--- config.mk ---
export PLATFORM = sky130hd
export DESIGN_NAME = scnn_compressor_flat
export DESIGN_NICKNAME = d
export VERILOG_FILES = /design/src/rtl/scnn_compressor_pkg.sv /design/src/rtl/scnn_compressor_if.sv /design/src/rtl/scnn_compressor.sv /design/src/flat_wrapper.sv
export SDC_FILE = /design/constraint.sdc
export NUM_CORES = 1
export LEC_CHECK = 0
export CAP_MARGIN = 0
export CORE_MARGIN = 2
export CORE_UTILIZATION = 35
export DETAILED_ROUTE_END_ITERATION = 12
export PLACE_DENSITY = 0.66
export RECOVER_POWER = 25
export SYNTH_ARGS = -nofsm -noshare
export SYNTH_HDL_FRONTEND = slang
export SYNTH_SLANG_ARGS = --single-unit
--- constraint.sdc ---
create_clock -name clk -period 3.18 [get_ports clk]
set_input_delay 0.954 -clock clk [delete_from_list [all_inputs] [get_ports clk]]
set_output_delay 0.954 -clock clk [all_outputs]
set_load 0.05 [all_outputs]
--- src/rtl/scnn_compressor_pkg.sv ---
// rtl/scnn_compressor_pkg.sv - shared constants and types for the zero-skip encoder
package scnn_compressor_pkg;

   localparam int DATA_W    = 16;
   localparam int MAX_NZ    = 16;
   localparam int IDX_W     = 5;
   localparam int CNT_W     = $clog2(MAX_NZ + 1);
   localparam int DENSE_MAX = 2 ** IDX_W;
   localparam int ECNT_W    = IDX_W + 1;

   typedef enum logic [0:0] {
      COLLECT = 1'b0,
      HOLD    = 1'b1
   } enc_state_t;

   typedef logic [MAX_NZ-1:0][DATA_W-1:0] value_arr_t;
   typedef logic [MAX_NZ-1:0][IDX_W-1:0]  index_arr_t;

endpackage

--- src/rtl/scnn_compressor_if.sv ---
// rtl/scnn_compressor_if.sv - dense input stream and compressed output frame handshakes
interface scnn_compressor_if;
   import scnn_compressor_pkg::*;

   logic              in_valid;
   logic              in_ready;
   logic [DATA_W-1:0] in_data;
   logic              in_last;
   logic              out_valid;
   logic              out_ready;
   value_arr_t        out_values;
   index_arr_t        out_indices;
   logic [CNT_W-1:0]  out_num_nz;
   logic              out_overflow;

   modport slave (
      input  in_valid, in_data, in_last, out_ready,
      output in_ready, out_valid, out_values, out_indices, out_num_nz, out_overflow
   );

   modport master (
      output in_valid, in_data, in_last, out_ready,
      input  in_ready, out_valid, out_values, out_indices, out_num_nz, out_overflow
   );

endinterface

--- src/rtl/scnn_compressor.sv ---
// rtl/scnn_compressor.sv - streaming zero-skip encoder producing value/zero-run arrays
module scnn_compressor
   import scnn_compressor_pkg::*;
(
   input logic              clk,
   input logic              rst_n,
   scnn_compressor_if.slave bus
);

   localparam logic [CNT_W-1:0]  NZ_FULL    = CNT_W'(MAX_NZ);
   localparam logic [ECNT_W-1:0] DENSE_FULL = ECNT_W'(DENSE_MAX);

   enc_state_t        state, state_nxt;
   value_arr_t        values;
   index_arr_t        indices;
   logic [CNT_W-1:0]  num_nz;
   logic [IDX_W-1:0]  run;
   logic [ECNT_W-1:0] elem_cnt;
   logic              overflow;
   logic              accept, release_frame, in_range, nz_full, is_zero, store;
   logic [MAX_NZ-1:0] slot_we;

   always_comb begin
      state_nxt     = state;
      bus.in_ready  = 1'b0;
      bus.out_valid = 1'b0;
      case (state)
         COLLECT: begin
            bus.in_ready = 1'b1;
            if (bus.in_valid && bus.in_last) state_nxt = HOLD;
         end
         HOLD: begin
            bus.out_valid = 1'b1;
            if (bus.out_ready) state_nxt = COLLECT;
         end
         default: state_nxt = COLLECT;
      endcase
   end

   assign accept        = bus.in_valid && (state == COLLECT);
   assign release_frame = bus.out_ready && (state == HOLD);
   assign in_range      = (elem_cnt != DENSE_FULL);
   assign nz_full       = (num_nz == NZ_FULL);
   assign is_zero       = (bus.in_data == '0);
   assign store         = accept && in_range && !is_zero && !nz_full;

   // num_nz decoded into a one-hot slot write enable
   always_comb begin
      slot_we = '0;
      for (int i = 0; i < MAX_NZ; i++) begin
         slot_we[i] = store && (num_nz == CNT_W'(i));
      end
   end

   always_ff @(posedge clk or negedge rst_n) begin
      if (!rst_n) begin
         state    <= COLLECT;
         values   <= '0;
         indices  <= '0;
         num_nz   <= '0;
         run      <= '0;
         elem_cnt <= '0;
         overflow <= 1'b0;
      end else begin
         state <= state_nxt;
         if (release_frame) begin
            values   <= '0;
            indices  <= '0;
            num_nz   <= '0;
            run      <= '0;
            elem_cnt <= '0;
            overflow <= 1'b0;
         end else if (accept) begin
            if (!in_range) begin
               overflow <= 1'b1;
            end else begin
               elem_cnt <= elem_cnt + 1'b1;
               if (is_zero) begin
                  run <= run + 1'b1;
               end else if (nz_full) begin
                  overflow <= 1'b1;
               end else begin
                  num_nz <= num_nz + 1'b1;
                  run    <= '0;
               end
            end
         end
         for (int i = 0; i < MAX_NZ; i++) begin
            if (slot_we[i]) begin
               values[i]  <= bus.in_data;
               indices[i] <= run;
            end
         end
      end
   end

   assign bus.out_values   = values;
   assign bus.out_indices  = indices;
   assign bus.out_num_nz   = num_nz;
   assign bus.out_overflow = overflow;

endmodule

--- src/flat_wrapper.sv ---
// flat-port wrapper written by rule: the top's interface ports become plain ports
module scnn_compressor_flat import scnn_compressor_pkg::*;
  (clk, rst_n, bus_in_valid, bus_in_data, bus_in_last, bus_out_ready, bus_in_ready, bus_out_valid, bus_out_values, bus_out_indices, bus_out_num_nz, bus_out_overflow);
  scnn_compressor_if bus_i ();
  input logic clk;
  input logic rst_n;
  input wire logic [$bits(bus_i.in_valid)-1:0] bus_in_valid;
  input wire logic [$bits(bus_i.in_data)-1:0] bus_in_data;
  input wire logic [$bits(bus_i.in_last)-1:0] bus_in_last;
  input wire logic [$bits(bus_i.out_ready)-1:0] bus_out_ready;
  output wire logic [$bits(bus_i.in_ready)-1:0] bus_in_ready;
  output wire logic [$bits(bus_i.out_valid)-1:0] bus_out_valid;
  output wire logic [$bits(bus_i.out_values)-1:0] bus_out_values;
  output wire logic [$bits(bus_i.out_indices)-1:0] bus_out_indices;
  output wire logic [$bits(bus_i.out_num_nz)-1:0] bus_out_num_nz;
  output wire logic [$bits(bus_i.out_overflow)-1:0] bus_out_overflow;
  assign bus_i.in_valid = bus_in_valid;
  assign bus_i.in_data = bus_in_data;
  assign bus_i.in_last = bus_in_last;
  assign bus_i.out_ready = bus_out_ready;
  assign bus_in_ready = bus_i.in_ready;
  assign bus_out_valid = bus_i.out_valid;
  assign bus_out_values = bus_i.out_values;
  assign bus_out_indices = bus_i.out_indices;
  assign bus_out_num_nz = bus_i.out_num_nz;
  assign bus_out_overflow = bus_i.out_overflow;
  scnn_compressor u_core (.clk(clk), .rst_n(rst_n), .bus(bus_i));
endmodule
* After elaboration in Yosys (flattened, before gate mapping)
Cells that the tools add are included.
** Storage, ports and cells
- Register bits after elaboration :: 354
- Word-level logic and storage cells :: 168
- Bits of input ports :: 21
- Output and inout port bits :: 344
** Operators by class
- Mux-type cells :: 57
- Reductions and logical operators :: 48
- Equal/unequal tests :: 22
- Add/sub/neg operators :: 3
- Bitwise logic cells :: 1
** Operator list (number)
- $mux 16 :: 16
- $mux 256 :: 1
- $mux 5 :: 26
- $mux 80 :: 1
- $eq 5x4->1 const B :: 8
- $reduce_bool 2->1 :: 18
- $logic_and 1x1->1 :: 22
- $eq 5x3->1 const B :: 4
- $mux 6 :: 3
- $logic_not 16->1 :: 1
- $add 5x1->5 const B :: 2
- $eq 5x2->1 const B :: 2
- $mux 1 :: 9
- $ne 3x2->1 const B :: 3
- $add 6x1->6 const B :: 1
- $ne 6x6->1 const B :: 1
- $reduce_and 3->1 :: 2
- $eq 5x1->1 const B :: 1
- $eq 5x5->1 const B :: 1
- $logic_not 5->1 :: 1
- $ne 2x1->1 const B :: 2
- $reduce_and 4->1 :: 1
- $logic_not 1->1 :: 2
- $pmux 1 s2 :: 1
- other kinds (2) :: 2

* Logic depth before layout (Yosys ltp)
- Depth in word-level cells :: 7
- Mapped depth :: 9
- Mapped depth without buffers :: 6

* Worst setup path after synthesis
No wires, ideal clock.
- Path type :: reg2reg
- From :: reg u_core.num_nz[0], in the netlist u_core.bus.out_num_nz[0]
- To :: reg u_core.indices, in the netlist u_core.bus.out_indices[56]
- Buffers on the path :: 3
- Library setup time :: 0.137 ns
- Stages on the path, launching flop included :: 10
- Period minus slack after synthesis :: 2.523 ns
- Data required time :: 3.043 ns
- Arrival :: 2.386 ns
- Slack :: 0.657 ns
- Path through :: dfrtp_1 > inv_1 > ha_1 > or4bb_4 > o211ai_4 > buf_6 > or4_1 > buf_2 > buf_6 > mux2i_1
** Between the ends
- Longest elaborated chain between the ends :: 5
- Elaborated cells between the ends (all ways) :: 7
- Classes of those cells :: eq/ne (2); mux (1); reduce/logical (4)
** Ends and longest elaborated chain
- from (decl) :: RTL line scnn_compressor.sv:16 : logic [CNT_W-1:0] num_nz;
- from (signal assigned) :: RTL line scnn_compressor.sv:83 : num_nz <= num_nz + 1'b1;
- $eq 5x5->1 :: RTL line scnn_compressor.sv:43 : assign nz_full = (num_nz == NZ_FULL);
- $logic_not 1->1 :: RTL line scnn_compressor.sv:45 : assign store = accept && in_range && !is_zero && !nz_full;
- $logic_and 1x1->1 :: RTL line scnn_compressor.sv:45
- $logic_and 1x1->1 * :: RTL line scnn_compressor.sv:51 : slot_we[i] = store && (num_nz == CNT_W'(i));
- $mux 5 / $reduce_bool 2->1 (equally long branches)
- to (signal, indexed assignment) :: RTL line scnn_compressor.sv:91 : indices[i] <= run;
- to (decl) :: RTL line scnn_compressor.sv:15 : index_arr_t indices;
Every way passes the cells marked *; elsewhere a longest branch is shown, timed or not.
A chain may end at the register's enable or synchronous reset.

* Worst setup path in the final report
- From :: reg u_core.num_nz[2], in the netlist u_core.bus.out_num_nz[2]
- To :: out bus_out_num_nz[2]
** RTL lines
- to (decl) :: RTL line flat_wrapper.sv:15 : output wire logic [$bits(bus_i.out_num_nz)-1:0] bus_out_num_nz;
No word-level cell between the ends.

==> impl_summary.md <==
Power and ir drop
The power per cell area is 656 nW/um2. VDD sags by at most about 0.00038 V. The leakage power figure is ~11 nW.

STA
The final-report max-slew violation count is between 60 and 70. Timing would allow up to about 340 MHz. Final hold analysis gives a worst-case slack of approximately 0.52 ns. The number of hold violations in the final report is 0.

The final-report setup violation count is 0. For the finished layout, the period the worst path requires is about 2.9 ns. For the pin with the worst max-slew slack, the measured transition is ~2.0 ns. The portion of the clock cycle consumed by the worst path in the final layout is around nine tenths. The worst pin sits at a relative slew slack of -32.9%.

Between clock sinks in the finished design, the worst skew comes to approximately 0.011 ns. Setup repair after global routing left no endpoint under its margin.

Cells and area
The finished cells cover roughly 21000 um2. The layout cell share with drive strength beyond 1 is 8.26%. The final antenna diode count is 0. Counting the fill cells in the layout gives ~3800. The area growth from synthesis to layout is 38.7%. The final layout contains 1663 nets.

Logic synthesis
The most common cell in the synthesized netlist is dfrtp_1. In the synthesized netlist the async set-or-reset flop fraction comes to between 90% and 100%. The number of nets in the synthesized netlist is 1296. Counting instances in the post-synthesis netlist gives the leading cell types as 354 x dfrtp_1, 348 x nand2_1, 338 x mux2i_1, 65 x clkbuf_1, 25 x inv_1. The fraction of the yosys area taken by sequential cells is between 50 and 60%. The number of instances in the synthesized netlist is approximately 1300.

Counting flops and latches in the post-synthesis netlist gives about 350. Yosys attributes the largest share of cell area to dfrtp_1 59%, mux2i_1 23%, nand2_1 8.7%. For this run, the leading register cell type out of synthesis is dfrtp_1.

The number of distinct standard cells referenced by the synthesized netlist is 46. The largest total area in the synthesized netlist belongs to dfrtp_1. After synthesis the cells add up to roughly 15000 um2. In this run the biggest area consumer among cell types represents 59.1% of the synthesized area.

The Yosys step of the flow raised 0 warnings. The synthesized design contains 0 enable-type register cells. The synthesized area per cell is 11.8 um2.

Floorplanning
From left edge to right edge, the die measures 211 um. The initial core utilization is 35.6%. The floorplan step defined a die boundary enclosing 44500 um2. The core region is about 42000 um2. The floorplan has 75 rows.

The die is between 200 and 250 um tall. The boundary pin count is ~370.

Clock network
Clock-pin slew was measured on the worst setup and hold paths at roughly 0.060 ns. The cell sitting at the root of the clock tree is a clkbuf_16. The number of clock buffers added by TritonCTS is 39.

The number of H-tree levels is 2. The clock sink count is approximately 350. The clock insertion delay at the later pin of the skew report is 0.54 ns. The clock tree from TritonCTS is done. No sink is reached through more buffers than the 3 on the longest clock path. For this design, the CTS-stage hold fixing added 0 buffers. The total of cells resized after clock tree synthesis is 0. The number of setup buffers added after CTS is 0.

Critical path
Among all stages on the critical path, the largest delay is contributed by clkdlybuf4s50_1. The largest stage delay on the critical path is between 0.9 and 1 ns. Data on the critical path is required at its endpoint by ~2.2 ns. The kind of capture point of the worst setup path is an output port. The category of the most critical setup path is reg -> out. The kind of start point of the critical path is a register.

The signal on the critical path passes through clkdlybuf4s50_1. The maximum fanout along the worst path is 10. The worst path arrival time is around 2 ns. The kind of cell with the highest combined delay along the critical path is buffers and inverters.

Counting both buffers and inverters, the worst setup path holds a total of 1.

Routing
The violation count after the first detailed-routing iteration is between 600 and 700. The detail route stage leaves a number of antenna-violating nets equal to 0. The ratio of routed vias to standard cells is between 4 and 5. The mean routed wirelength per cell is 21.4 um.

The final route contains between 10000 and 15000 vias. In the routed design, unresolved DRC markers number 0. The routed design has between 40000 and 50000 um of wire. The detailed-routing iteration count for the pre-antenna-repair pass is 5.

Run status
The checks that failed: capacitance limit, slew limit. The run finished, with violations left.

Global routing
The initial antenna violation count is 0. The global-route total usage across every layer is between 20% and 30%. The largest net degree at the start of global routing is between 100 and 150. The aggregate global routing overflow is 0. The via count of the first global-routing pass is about 11000.

The global-route wire length before repair is 70900 um.

Worst hold path
The min-delay analysis places its worst path in the category reg -> reg.

Place
The post-place instance area is ~20000 um2. At the end of routability-driven placement, the weighted congestion stood at around 0.8. The wire-length estimate of the detail-placed layout is approximately 32000 um. The number of buffers added on ports is 364.

Run
Max-cap violations in this run came to 1.
[report_power, final]
group	switching, W	leakage, nW	total [W]	internal (W)
registers	0.000339	4.91	0.00530	0.00497
logic	0.00263	5.26	0.00388	0.00125
clock network	0.00180	0.607	0.00447	0.00268
total	0.00476	10.8	0.0137	0.00889
[per-layer routing]
metal / up-vias / wire [um] / GRT usage [%] / share of wire (%)
li1: 4936 / - / - / -
met1: 5536 / 20300 / 27.6 / 43
met2: 305 / 22900 / 34.7 / 49
met4: 0 / 1750 / 9.11 / 3.7
met3: 83 / 2200 / 3.55 / 4.7
met5: - / 0 / 0 / 0
[flip-flops by register name (all words and copies together) (netlist names)]
signal and count:
u_core.bus.out_overflow 1, u_core.run 5, u_core.bus.out_values 256, u_core.state 1, u_core.bus.out_indices 80, u_core.bus.out_num_nz 5
u_core.elem_cnt 6
[cells by family (layout without fill, tap and decap cells)]
kind of cell	count (synthesis)	count (layout)	share of synthesized area [%]
AND/OR/NAND/NOR	400	400	11.2
XOR/XNOR	5	5	0.292
flip-flops	354	354	59.1
AO/OA/AOI/OAI	24	24	1.28
buffers and inverters	137	529	4.89
adder cells (fa/ha/maj)	8	8	0.667
multiplexers	339	339	22.6
[final cells by class]
| type | instances | area, um2 | area share (%) |
|---|---|---|---|
| inverter | 27 | 101 | 0.487 |
| multi-input combinational | 776 | 5430 | 26.1 |
| clock buffer | 61 | 1170 | 5.63 |
| sequential | 354 | 8860 | 42.6 |
| tap | 539 | 674 | 3.24 |
| timing repair buffer | 436 | 4500 | 21.6 |
| clock inverter | 5 | 77.6 | 0.373 |
[path summary, 6_finish.rpt]
check	startpoint	endpoint	slack, ns	cells past startpoint
hold reg to reg	u_core.bus.out_overflow$_DFFE_PN0P_	u_core.bus.out_overflow$_DFFE_PN0P_	0.52	1
min in group asynchronous	rst_n	u_core.bus.out_values[207]$_DFFE_PN0P_	0.94	1
setup / recovery	u_core.bus.out_num_nz[2]$_DFFE_PN0P_	bus_out_num_nz[2]	0.27	1
max in group asynchronous	rst_n	u_core.bus.out_values[175]$_DFFE_PN0P_	0.76	2
setup reg to reg	u_core.bus.out_num_nz[0]$_DFFE_PN0P_	u_core.bus.out_indices[58]$_DFFE_PN0P_	0.79	7
hold / removal	u_core.bus.out_overflow$_DFFE_PN0P_	u_core.bus.out_overflow$_DFFE_PN0P_	0.52	1
[stage by stage]
stage	cells	setup TNS [ns]	setup WS, ns	util, %	power (W)
4_1_cts	2198	0	0.222	49.4	0.0138
2_1_floorplan	1267	0	0.657	-	0.00776
6_report	2198	0	0.266	49.4	0.0137
5_1_grt	2198	0	0.171	49.4	0.0142
3_3_place_gp	2132	0	0.00508	46.5	0.00922
3_5_place_dp	2132	-0.0514	-0.0345	46.5	0.00928
[placed cells by master (no fill, tap or decap), types with 6 or more instances in the layout]
cell type / synthesis / routed
clkdlybuf4s50_1: 0 / 363
or4_1: 13 / 11
dfrtp_1: 354 / 354
nand2_1: 348 / 347
inv_1: 25 / 25
clkbuf_1: 65 / 14
ha_1: 8 / 8
clkbuf_8: 0 / 7
buf_4: 10 / 45
buf_12: 0 / 26
nor2_1: 6 / 6
nand3_1: 9 / 9
clkbuf_16: 0 / 41
mux2i_1: 338 / 338
No activity file was read; power rests on OpenSTA's default activity.
